### config.mk
export PLATFORM = sky130hd
export DESIGN_NAME = exbus_arbiter
export DESIGN_NICKNAME = d
export VERILOG_FILES = /design/src/rtl/exbus_arbiter.sv
export SDC_FILE = /design/constraint.sdc
export NUM_CORES = 1
export LEC_CHECK = 0
export BUFFER_PORTS_ARGS = -buffer_cell sky130_fd_sc_hd__buf_2
export CORE_MARGIN = 4
export CORE_UTILIZATION = 51
export CTS_CLUSTER_SIZE = 20
export DETAILED_ROUTE_END_ITERATION = 10
export GPL_TIMING_DRIVEN = 0
export PLACE_DENSITY = 0.9
export SYNTH_ARGS = -nofsm -noshare
export SYNTH_HDL_FRONTEND = slang
export SYNTH_SLANG_ARGS = --single-unit
export TNS_END_PERCENT = 10
### constraint.sdc
create_clock -name clk -period 3.95 [get_ports clk]
set_clock_uncertainty 0.1 [all_clocks]
set_input_delay 0.79 -clock clk [delete_from_list [all_inputs] [get_ports clk]]
set_output_delay 0.79 -clock clk [all_outputs]
set_load 0.005 [all_outputs]
### src/rtl/exbus_arbiter.sv
// exbus_arbiter: round-robin arbiter between instruction fetch and data side for one external bus.
// Define EXBUS_TIMEOUT_EN to compile in the ack wait counter, abort path and timeout_err.
module exbus_arbiter #(
  parameter int          TIMEOUT = 16,
  parameter logic [31:0] NOP_INS = 32'h00000013
) (
  input  logic        clk,
  input  logic        nrst,
  input  logic        ins_req,
  input  logic [31:0] ins_addr,
  output logic        ins_valid,
  output logic [31:0] ins_rdata,
  input  logic        dat_req,
  input  logic        dat_we,
  input  logic [31:0] dat_addr,
  input  logic [31:0] dat_wdata,
  output logic        dat_valid,
  output logic [31:0] dat_rdata,
  output logic        bus_req,
  output logic        bus_we,
  output logic [31:0] bus_addr,
  output logic [31:0] bus_wdata,
  input  logic        bus_ack,
  input  logic [31:0] bus_rdata,
  input  logic        err_clr,
  output logic        timeout_err
);
  localparam logic [1:0] IDLE = 2'd0, INS = 2'd1, DAT = 2'd2;
  logic [1:0]  state_q, state_d;
  logic        last_q, last_d;
  logic        we_q, we_d;
  logic [31:0] addr_q, addr_d, wdata_q, wdata_d;
  logic        ins_valid_q, ins_valid_d, dat_valid_q, dat_valid_d;
  logic [31:0] ins_rdata_q, ins_rdata_d, dat_rdata_q, dat_rdata_d;
  logic        ins_eff, dat_eff, pick_ins, pick_dat, busy, grant, done, ins_done, dat_done, abort;
`ifdef EXBUS_TIMEOUT_EN
  logic [7:0] cnt_q, cnt_d;
  logic       err_q, err_d;
  assign abort = busy & ~bus_ack & (cnt_q == 8'(TIMEOUT - 1));
  assign cnt_d = grant ? 8'd0 : (busy & ~bus_ack) ? cnt_q + 8'd1 : cnt_q;
  assign err_d = abort ? 1'b1 : err_clr ? 1'b0 : err_q;
  assign timeout_err = err_q;
  always_ff @(posedge clk or negedge nrst)
    if (!nrst) begin
      cnt_q <= 8'd0;
      err_q <= 1'b0;
    end else begin
      cnt_q <= cnt_d;
      err_q <= err_d;
    end
`else
  logic unused_err_clr;
  assign unused_err_clr = err_clr;
  assign abort = 1'b0;
  assign timeout_err = 1'b0;
`endif
  // last_q = 1 means DAT was granted last, so INS wins the next tie
  always_comb begin
    ins_eff     = ins_req & ~ins_valid_q;
    dat_eff     = dat_req & ~dat_valid_q;
    pick_ins    = ins_eff & (~dat_eff | last_q);
    pick_dat    = dat_eff & (~ins_eff | ~last_q);
    busy        = state_q != IDLE;
    grant       = ~busy & (pick_ins | pick_dat);
    done        = busy & (bus_ack | abort);
    ins_done    = done & (state_q == INS);
    dat_done    = done & (state_q == DAT);
    state_d     = !busy ? (pick_ins ? INS : pick_dat ? DAT : IDLE) : done ? IDLE : state_q;
    last_d      = grant ? pick_dat : last_q;
    addr_d      = grant ? (pick_ins ? ins_addr : dat_addr) : addr_q;
    we_d        = grant ? pick_dat & dat_we : we_q;
    wdata_d     = grant ? (pick_ins ? 32'd0 : dat_wdata) : wdata_q;
    ins_valid_d = ins_done;
    dat_valid_d = dat_done;
    ins_rdata_d = ins_done ? (bus_ack ? bus_rdata : NOP_INS) : ins_rdata_q;
    dat_rdata_d = dat_done ? ((bus_ack & ~we_q) ? bus_rdata : 32'd0) : dat_rdata_q;
  end
  always_ff @(posedge clk or negedge nrst)
    if (!nrst) begin
      state_q     <= IDLE;
      last_q      <= 1'b1;
      we_q        <= 1'b0;
      addr_q      <= 32'd0;
      wdata_q     <= 32'd0;
      ins_valid_q <= 1'b0;
      dat_valid_q <= 1'b0;
      ins_rdata_q <= 32'd0;
      dat_rdata_q <= 32'd0;
    end else begin
      state_q     <= state_d;
      last_q      <= last_d;
      we_q        <= we_d;
      addr_q      <= addr_d;
      wdata_q     <= wdata_d;
      ins_valid_q <= ins_valid_d;
      dat_valid_q <= dat_valid_d;
      ins_rdata_q <= ins_rdata_d;
      dat_rdata_q <= dat_rdata_d;
    end
  assign bus_req   = state_q != IDLE;
  assign bus_we    = we_q;
  assign bus_addr  = addr_q;
  assign bus_wdata = wdata_q;
  assign ins_valid = ins_valid_q;
  assign ins_rdata = ins_rdata_q;
  assign dat_valid = dat_valid_q;
  assign dat_rdata = dat_rdata_q;
endmodule

==> qor.yml, run 1 <==
syn-num-nets: 632
port_buffers: 265
path_buf_inv: 3
preCtsSetupSlack_ps: 1630
routedWlPerCell_um: 19.1
status: "complete, no violations"
ys_top_cells_by_count: "dfrtp_1, nand2_1, o21ai_0, clkbuf_1, a22o_1"
powerDensity_nw_per_um2: 828
cts_root_buf: "clkbuf_16"
gp_congestion: 0.906
setup_viol: 0
synth-edff-count: 0
synth.avg_cell_area_sq_um: 11.7
synth_fa_ha_area_share_pct: 0
worstSkewPairLatency_ps: 410
drive_gt1_share_pct: 44.0
hold_viol_final: 0
synth_compound_gate_area_share_pct: 21.2
yosysTopAreaCell: "dfrtp_1"
required_ps: 3060
grtUsageTotal_pct: 26.4
viasPerCell: 5.72
synth-main-ff-cell: "dfrtp_1"
ctsHoldBuffers: 0
cts_made_buffers: 17
io_pins: 268
fillerInstances: 756
cts_repair_resize_count: 0
die_h_um: 115
clkTransAtPathRegs_ps: 60
yosys_warnings: 0
grt_pass1_vias: 5350
path_class: "reg -> out"
first_pass_iters: 5
synth_area_sq_um: 5820
layout.nets: 917
relSlewSlack_pct: 59.1
hold_class: "in -> async"
antenna_found_initial: 0
worst_slack_ps: 1460
period_needed_ps: 2490
wirelength_mm: 17.8
htree_levels: 4
synth_xor_area_share_pct: 0
synth_top_family_by_area: "compound AO/OA/AOI/OAI gates"
critPathLaunchType: "register"
cts_tree: "yes"
yosysMostFrequentCell: "dfrtp_1"
yosys.area_share.simple_pct: 9.89
cp_top_family: "buffers and inverters"
cts_sinks: 134
die_width_um: 115
ir_worst_vdd_v: 0.000535
endpoint_kind: "output pin"
multi_input_area_sq_um: 2180
slew_violations: 0
slowest_stage: "dfrtp_1"
async_reset_ff_share_pct: 100
fin_setup_tns_ps: 0
drc: 0
critPathMaxFanout: 10
post-cts-setup-buffer-count: 0
dieArea_sq_um: 13200
rsz0062_at_grt: "false"
cap_violations: 0
syn_inst: 497
overflow: 0
worst_pin_slew_ps: 612
diodes: 0
grt_max_degree: 85
fmax_mhz: 402
p_leak_nw: 4.05
drt_iter0_drc: 418
grt_pass1_wl_mm: 27.4
dp.final_hpwl_mm: 13.2
synth_top_area_share_pct: 57.2
row_count: 38
ant_nets: 0
synth.mux.area_fraction_pct: 6.19
synth_seq_cells: 134
seqCellArea_sq_um: 3350
min_period_over_period_pct: 63.0
start_util_pct: 53.0
crit_path_max_incr_delay_ps: 370
area.growth.synth_to_final_pct: 36.5
path_cells: "or2_1 > buf_6 > clkbuf_1 > buf_2"
core-area_sq_um: 11000
cp.arrival_ps: 1600
clock_path_buffers: 2
synth_cell_type_count: 26
vias: 5344
ys_top_cells_by_area: "dfrtp_1, mux2_2, o21ai_0"
yosysSeqAreaShare_pct: 57.6
## cells in the final DEF, fill, tap and decap left out, types with 3 or more instances in the layout
master,instances
buf_2,274
dfrtp_1,133
nand2_1,64
o21ai_0,64
clkbuf_1,37
a22o_1,33
mux2_2,32
and3b_1,32
a221oi_1,32
a2bb2oi_1,32
clkbuf_16,17
buf_6,8
inv_1,5
clkinv_4,5
a21o_1,3
clkinvlp_4,3
## layer usage
layer / routed length (um) / track usage (%) / vias up
li1: - / - / 2413
met1: 6690 / 32.1 / 2604
met2: 9070 / 45.6 / 299
met3: 1800 / 7.32 / 28
met4: 277 / 8.69 / 0
met5: 0 / 0 / -
## logic make-up after synthesis
logic type / count (synthesis)
and+or+nand+nor: 104
buffers and inverters: 59
AOI/OAI and AO/OA: 167
other: 1
muxes: 32
DFF: 134
## final timing paths
kind	slack, ps	depth (start not counted)	endpoint	startpoint
setup / recovery	1460	4	bus_req	state_q[1]
hold / removal	220	1	ins_rdata[29]	nrst
setup reg to reg	2000	5	bus_addr[4]	ins_valid
hold reg to reg	380	2	dat_rdata[22]	dat_rdata[22]
max in group asynchronous	2740	2	bus_wdata[0]	nrst
min in group clk	380	2	dat_rdata[22]	dat_rdata[22]
## power by group
group	internal, W	total, W	switching, W
Combinational	0.00130	0.00258	0.00127
Sequential	0.00205	0.00244	0.000389
Clock	0.000953	0.00157	0.000618
Total	0.00431	0.00658	0.00228
## through the flow
stage | hold WS, ps | total power, W | utilization [%] | instance area, sq um | instances
3_3_place_gp | 357 | 0.00488 | 66.7 | 7320 | 902
3_5_place_dp | 370 | 0.00501 | 67.0 | 7360 | 903
2_1_floorplan | 373 | 0.00383 | - | 5820 | 497
4_1_cts | 231 | 0.00661 | 72.4 | 7950 | 935
5_1_grt | 253 | 0.00698 | 72.4 | 7950 | 935
6_report | 221 | 0.00658 | 72.4 | 7950 | 935
## flip-flops by register name (all words and copies together), names as in the netlist
name and count:
bus_we 1, state_q 2, bus_addr 32, bus_wdata 32, ins_valid 1, dat_valid 1, ins_rdata 32, dat_rdata 32
last_q 1
## layout make-up
cell class | instances | area share (%)
inverters | 5 | 0.236
multi-input cells | 304 | 27.4
flip-flops and latches | 134 | 42.2
clock buffers | 19 | 5.57
plain buffers | 54 | 3.42
well taps | 140 | 2.20
repair buffers | 266 | 17.1
clock inverters | 13 | 1.87
Note: power is estimated with default switching activity, not from simulation.
==> inputs of run 2 (changes only) <==
--- a/config.mk
+++ b/config.mk
@@ -5,13 +5,14 @@
 export SDC_FILE = /design/constraint.sdc
 export NUM_CORES = 1
 export LEC_CHECK = 0
+export ABC_AREA = 1
 export BUFFER_PORTS_ARGS = -buffer_cell sky130_fd_sc_hd__buf_2
 export CORE_MARGIN = 4
-export CORE_UTILIZATION = 51
+export CORE_UTILIZATION = 47
 export CTS_CLUSTER_SIZE = 20
 export DETAILED_ROUTE_END_ITERATION = 10
 export GPL_TIMING_DRIVEN = 0
-export PLACE_DENSITY = 0.9
+export PLACE_DENSITY = 0.84
 export SYNTH_ARGS = -nofsm -noshare
 export SYNTH_HDL_FRONTEND = slang
 export SYNTH_SLANG_ARGS = --single-unit
==> constraint.sdc (replaced) <==
create_clock -name clk -period 2.55 [get_ports clk]
set_clock_uncertainty 0.1 [all_clocks]
set_input_delay 0.51 -clock clk [delete_from_list [all_inputs] [get_ports clk]]
set_output_delay 0.51 -clock clk [all_outputs]
set_load 0.005 [all_outputs]
==> qor.yml, run 2 <==
wirelength_mm: 17.3  # was 17.8 mm
rr_worst_depth: 7  # was 5
worst_pin_slew_ps: 536  # was 612 ps
synth_cell_type_count: 18  # was 26
yosys_warnings: 0  # unchanged
slew_violations: 0  # unchanged
cts_tree: "yes"  # unchanged
clkTransAtPathRegs_ps: 60  # about the same
io_pins: 268  # unchanged
critPathLaunchType: "register"  # unchanged
hold_ws_ps: 213  # was 221 ps
die_h_um: 119  # was 115 um
synth-edff-count: 0  # unchanged
final_common_cell: "buf_2"  # unchanged
grtUsageTotal_pct: 24.1  # was 26.4%
grt_pass1_wl_mm: 27.3  # was 27.4 mm
drc: 0  # unchanged
area.growth.synth_to_final_pct: 37.9  # was 36.5%
routedWlPerCell_um: 14.6  # was 19.1 um
rsz0062_at_grt: "false"  # unchanged
post-cts-setup-buffer-count: 0  # unchanged
synth_seq_cells: 134  # unchanged
yosysMostFrequentCell: "nand2_1"  # was dfrtp_1
htree_levels: 4  # unchanged
ant_nets: 0  # unchanged
hold_class: "in -> reg"  # was in -> async
layout.nets: 1137  # was 917
dp.final_hpwl_mm: 12.8  # was 13.2 mm
endpoint_kind: "output pin"  # unchanged
powerDensity_nw_per_um2: 1200  # was 828 nW/um^2
clock_path_buffers: 2  # unchanged
synth.mux.area_fraction_pct: 0  # was 6.19%
ys_top_cells_by_count: "nand2_1, dfrtp_1, nand3_1, inv_1, o21ai_0"  # was dfrtp_1, nand2_1, o21ai_0, clkbuf_1, a22o_1
ctsHoldBuffers: 1  # was 0
first_pass_iters: 5  # unchanged
ir_worst_vdd_v: 0.000594  # was 0.000535 V
drive_gt1_share_pct: 32.6  # was 44.0%
synth_fa_ha_area_share_pct: 0  # unchanged
syn_inst: 716  # was 497
overflow: 0  # unchanged
critPathMaxFanout: 3  # was 10
synth_top_family_by_area: "simple AND/OR/NAND/NOR gates"  # was compound AO/OA/AOI/OAI gates
viasPerCell: 4.83  # was 5.72
synth_xor_area_share_pct: 0  # unchanged
fmax_mhz: 577
required_ps: 1940  # was 3060 ps
setup_viol: 0  # unchanged
row_count: 40  # was 38
cts_made_buffers: 17  # unchanged
ys_top_cells_by_area: "dfrtp_1, nand2_1, nand3_1"  # was dfrtp_1, mux2_2, o21ai_0
antenna_found_initial: 2  # was 0
core-area_sq_um: 12100  # was 11,000 sq um
fin_setup_tns_ps: 0  # unchanged
gp_congestion: 0.849  # was 0.906
cts_repair_resize_count: 0  # unchanged
cts_sinks: 134  # unchanged
path_class: "reg -> out"  # unchanged
mostFrequentLayoutCells: "buf_2, nand2_1, dfrtp_1, nand3_1, inv_1"  # was buf_2, dfrtp_1, nand2_1, o21ai_0, clkbuf_1
worstSkewPairLatency_ps: 400  # was 410 ps
synth-main-ff-cell: "dfrtp_1"  # unchanged
hold_viol_final: 0  # unchanged
grt_pass1_vias: 5525  # was 5,350
status: "complete, no violations"  # unchanged
synth.avg_cell_area_sq_um: 8.13  # was 11.7 sq um
p_leak_nw: 4.80  # was 4.05 nW
cap_violations: 0  # unchanged
grt_max_degree: 78  # was 85
yosys.area_share.simple_pct: 28.4  # was 9.89%
cts_root_buf: "clkbuf_16"  # unchanged
synth_compound_gate_area_share_pct: 3.18  # was 21.2%
synth_top_area_share_pct: 57.2  # about the same
synth_area_sq_um: 5820  # about the same
syn-num-nets: 851  # was 632
relSlewSlack_pct: 64.2  # was 59.1%
min_period_over_period_pct: 67.9
period_needed_ps: 1730
min_path_cells: 3
yosysSeqAreaShare_pct: 57.6  # about the same
cp.arrival_ps: 1120  # was 1600 ps
drt_iter0_drc: 470  # was 418
yosysTopAreaCell: "dfrtp_1"  # unchanged
async_reset_ff_share_pct: 100  # unchanged
dieArea_sq_um: 14200  # was 13,200 sq um
port_buffers: 265  # unchanged
vias: 5722  # was 5,344
start_util_pct: 48.3  # was 53.0%
die_width_um: 119  # was 115 um
==> run 2: path summary, 6_finish.rpt <==
check	end	slack [ps]	from
worst max-delay path	bus_req	820	state_q[0]
worst min-delay path	ins_rdata[16]	210	bus_rdata[16]
worst max register to register	bus_wdata[16]	880	last_q
worst min register to register	bus_wdata[28]	370	bus_wdata[28]
max in group asynchronous	bus_addr[11]	1090	nrst
min in group asynchronous	ins_rdata[9]	520	nrst
==> run 2: routing by layer <==
metal | wire length, um | GRT usage, % | vias up
li1 | - | - | 2769
met1 | 7390 | 30.8 | 2729
met2 | 8640 | 39.5 | 193
met3 | 844 | 5.65 | 31
met4 | 450 | 9.88 | 0
met5 | 0 | 0 | -
==> run 2: kinds of logic after synthesis <==
family,count (synthesis)
AO/OA/AOI/OAI,36
buffers and inverters,149
AND/OR/NAND/NOR,396
flip-flops,134
other,1
==> run 2: area by class of cell <==
cell class / instances / area [sq um]
Antenna cell: 2 / 5.00
Buffer: 44 / 231
Clock buffer: 20 / 447
Clock inverter: 12 / 176
Fill cell: 1056 / 4030
Inverter: 105 / 394
Multi-Input combinational cell: 433 / 1840
Sequential cell: 134 / 3350
Tap cell: 168 / 210
Timing Repair Buffer: 267 / 1370
==> run 2: stage by stage <==
step	utilization, %	instances	cell area, sq um	setup slack (ps)	total power [W]
final	66.6	1185	8030	818	0.00968
after global routing	66.6	1185	8030	739	0.0104
after floorplan	-	716	5820	1100	0.00541
after detailed placement	61.3	1150	7390	692	0.00713
after global placement	61.0	1149	7360	-922	0.00700
after CTS	66.5	1183	8030	791	0.00975
==> run 2: power breakdown <==
group / switching [W] / total [W] / leakage, nW / internal [W]
sequential: 0.000490 / 0.00357 / 1.70 / 0.00308
combinational: 0.00211 / 0.00355 / 2.80 / 0.00144
clock: 0.000897 / 0.00256 / 0.300 / 0.00166
total: 0.00349 / 0.00968 / 4.80 / 0.00618
==> run 2: critical path, stage by stage (launching register included) <==
cell     delay [ps]
dfrtp_1         390
inv_1            90
nand2_2          90
buf_2           150
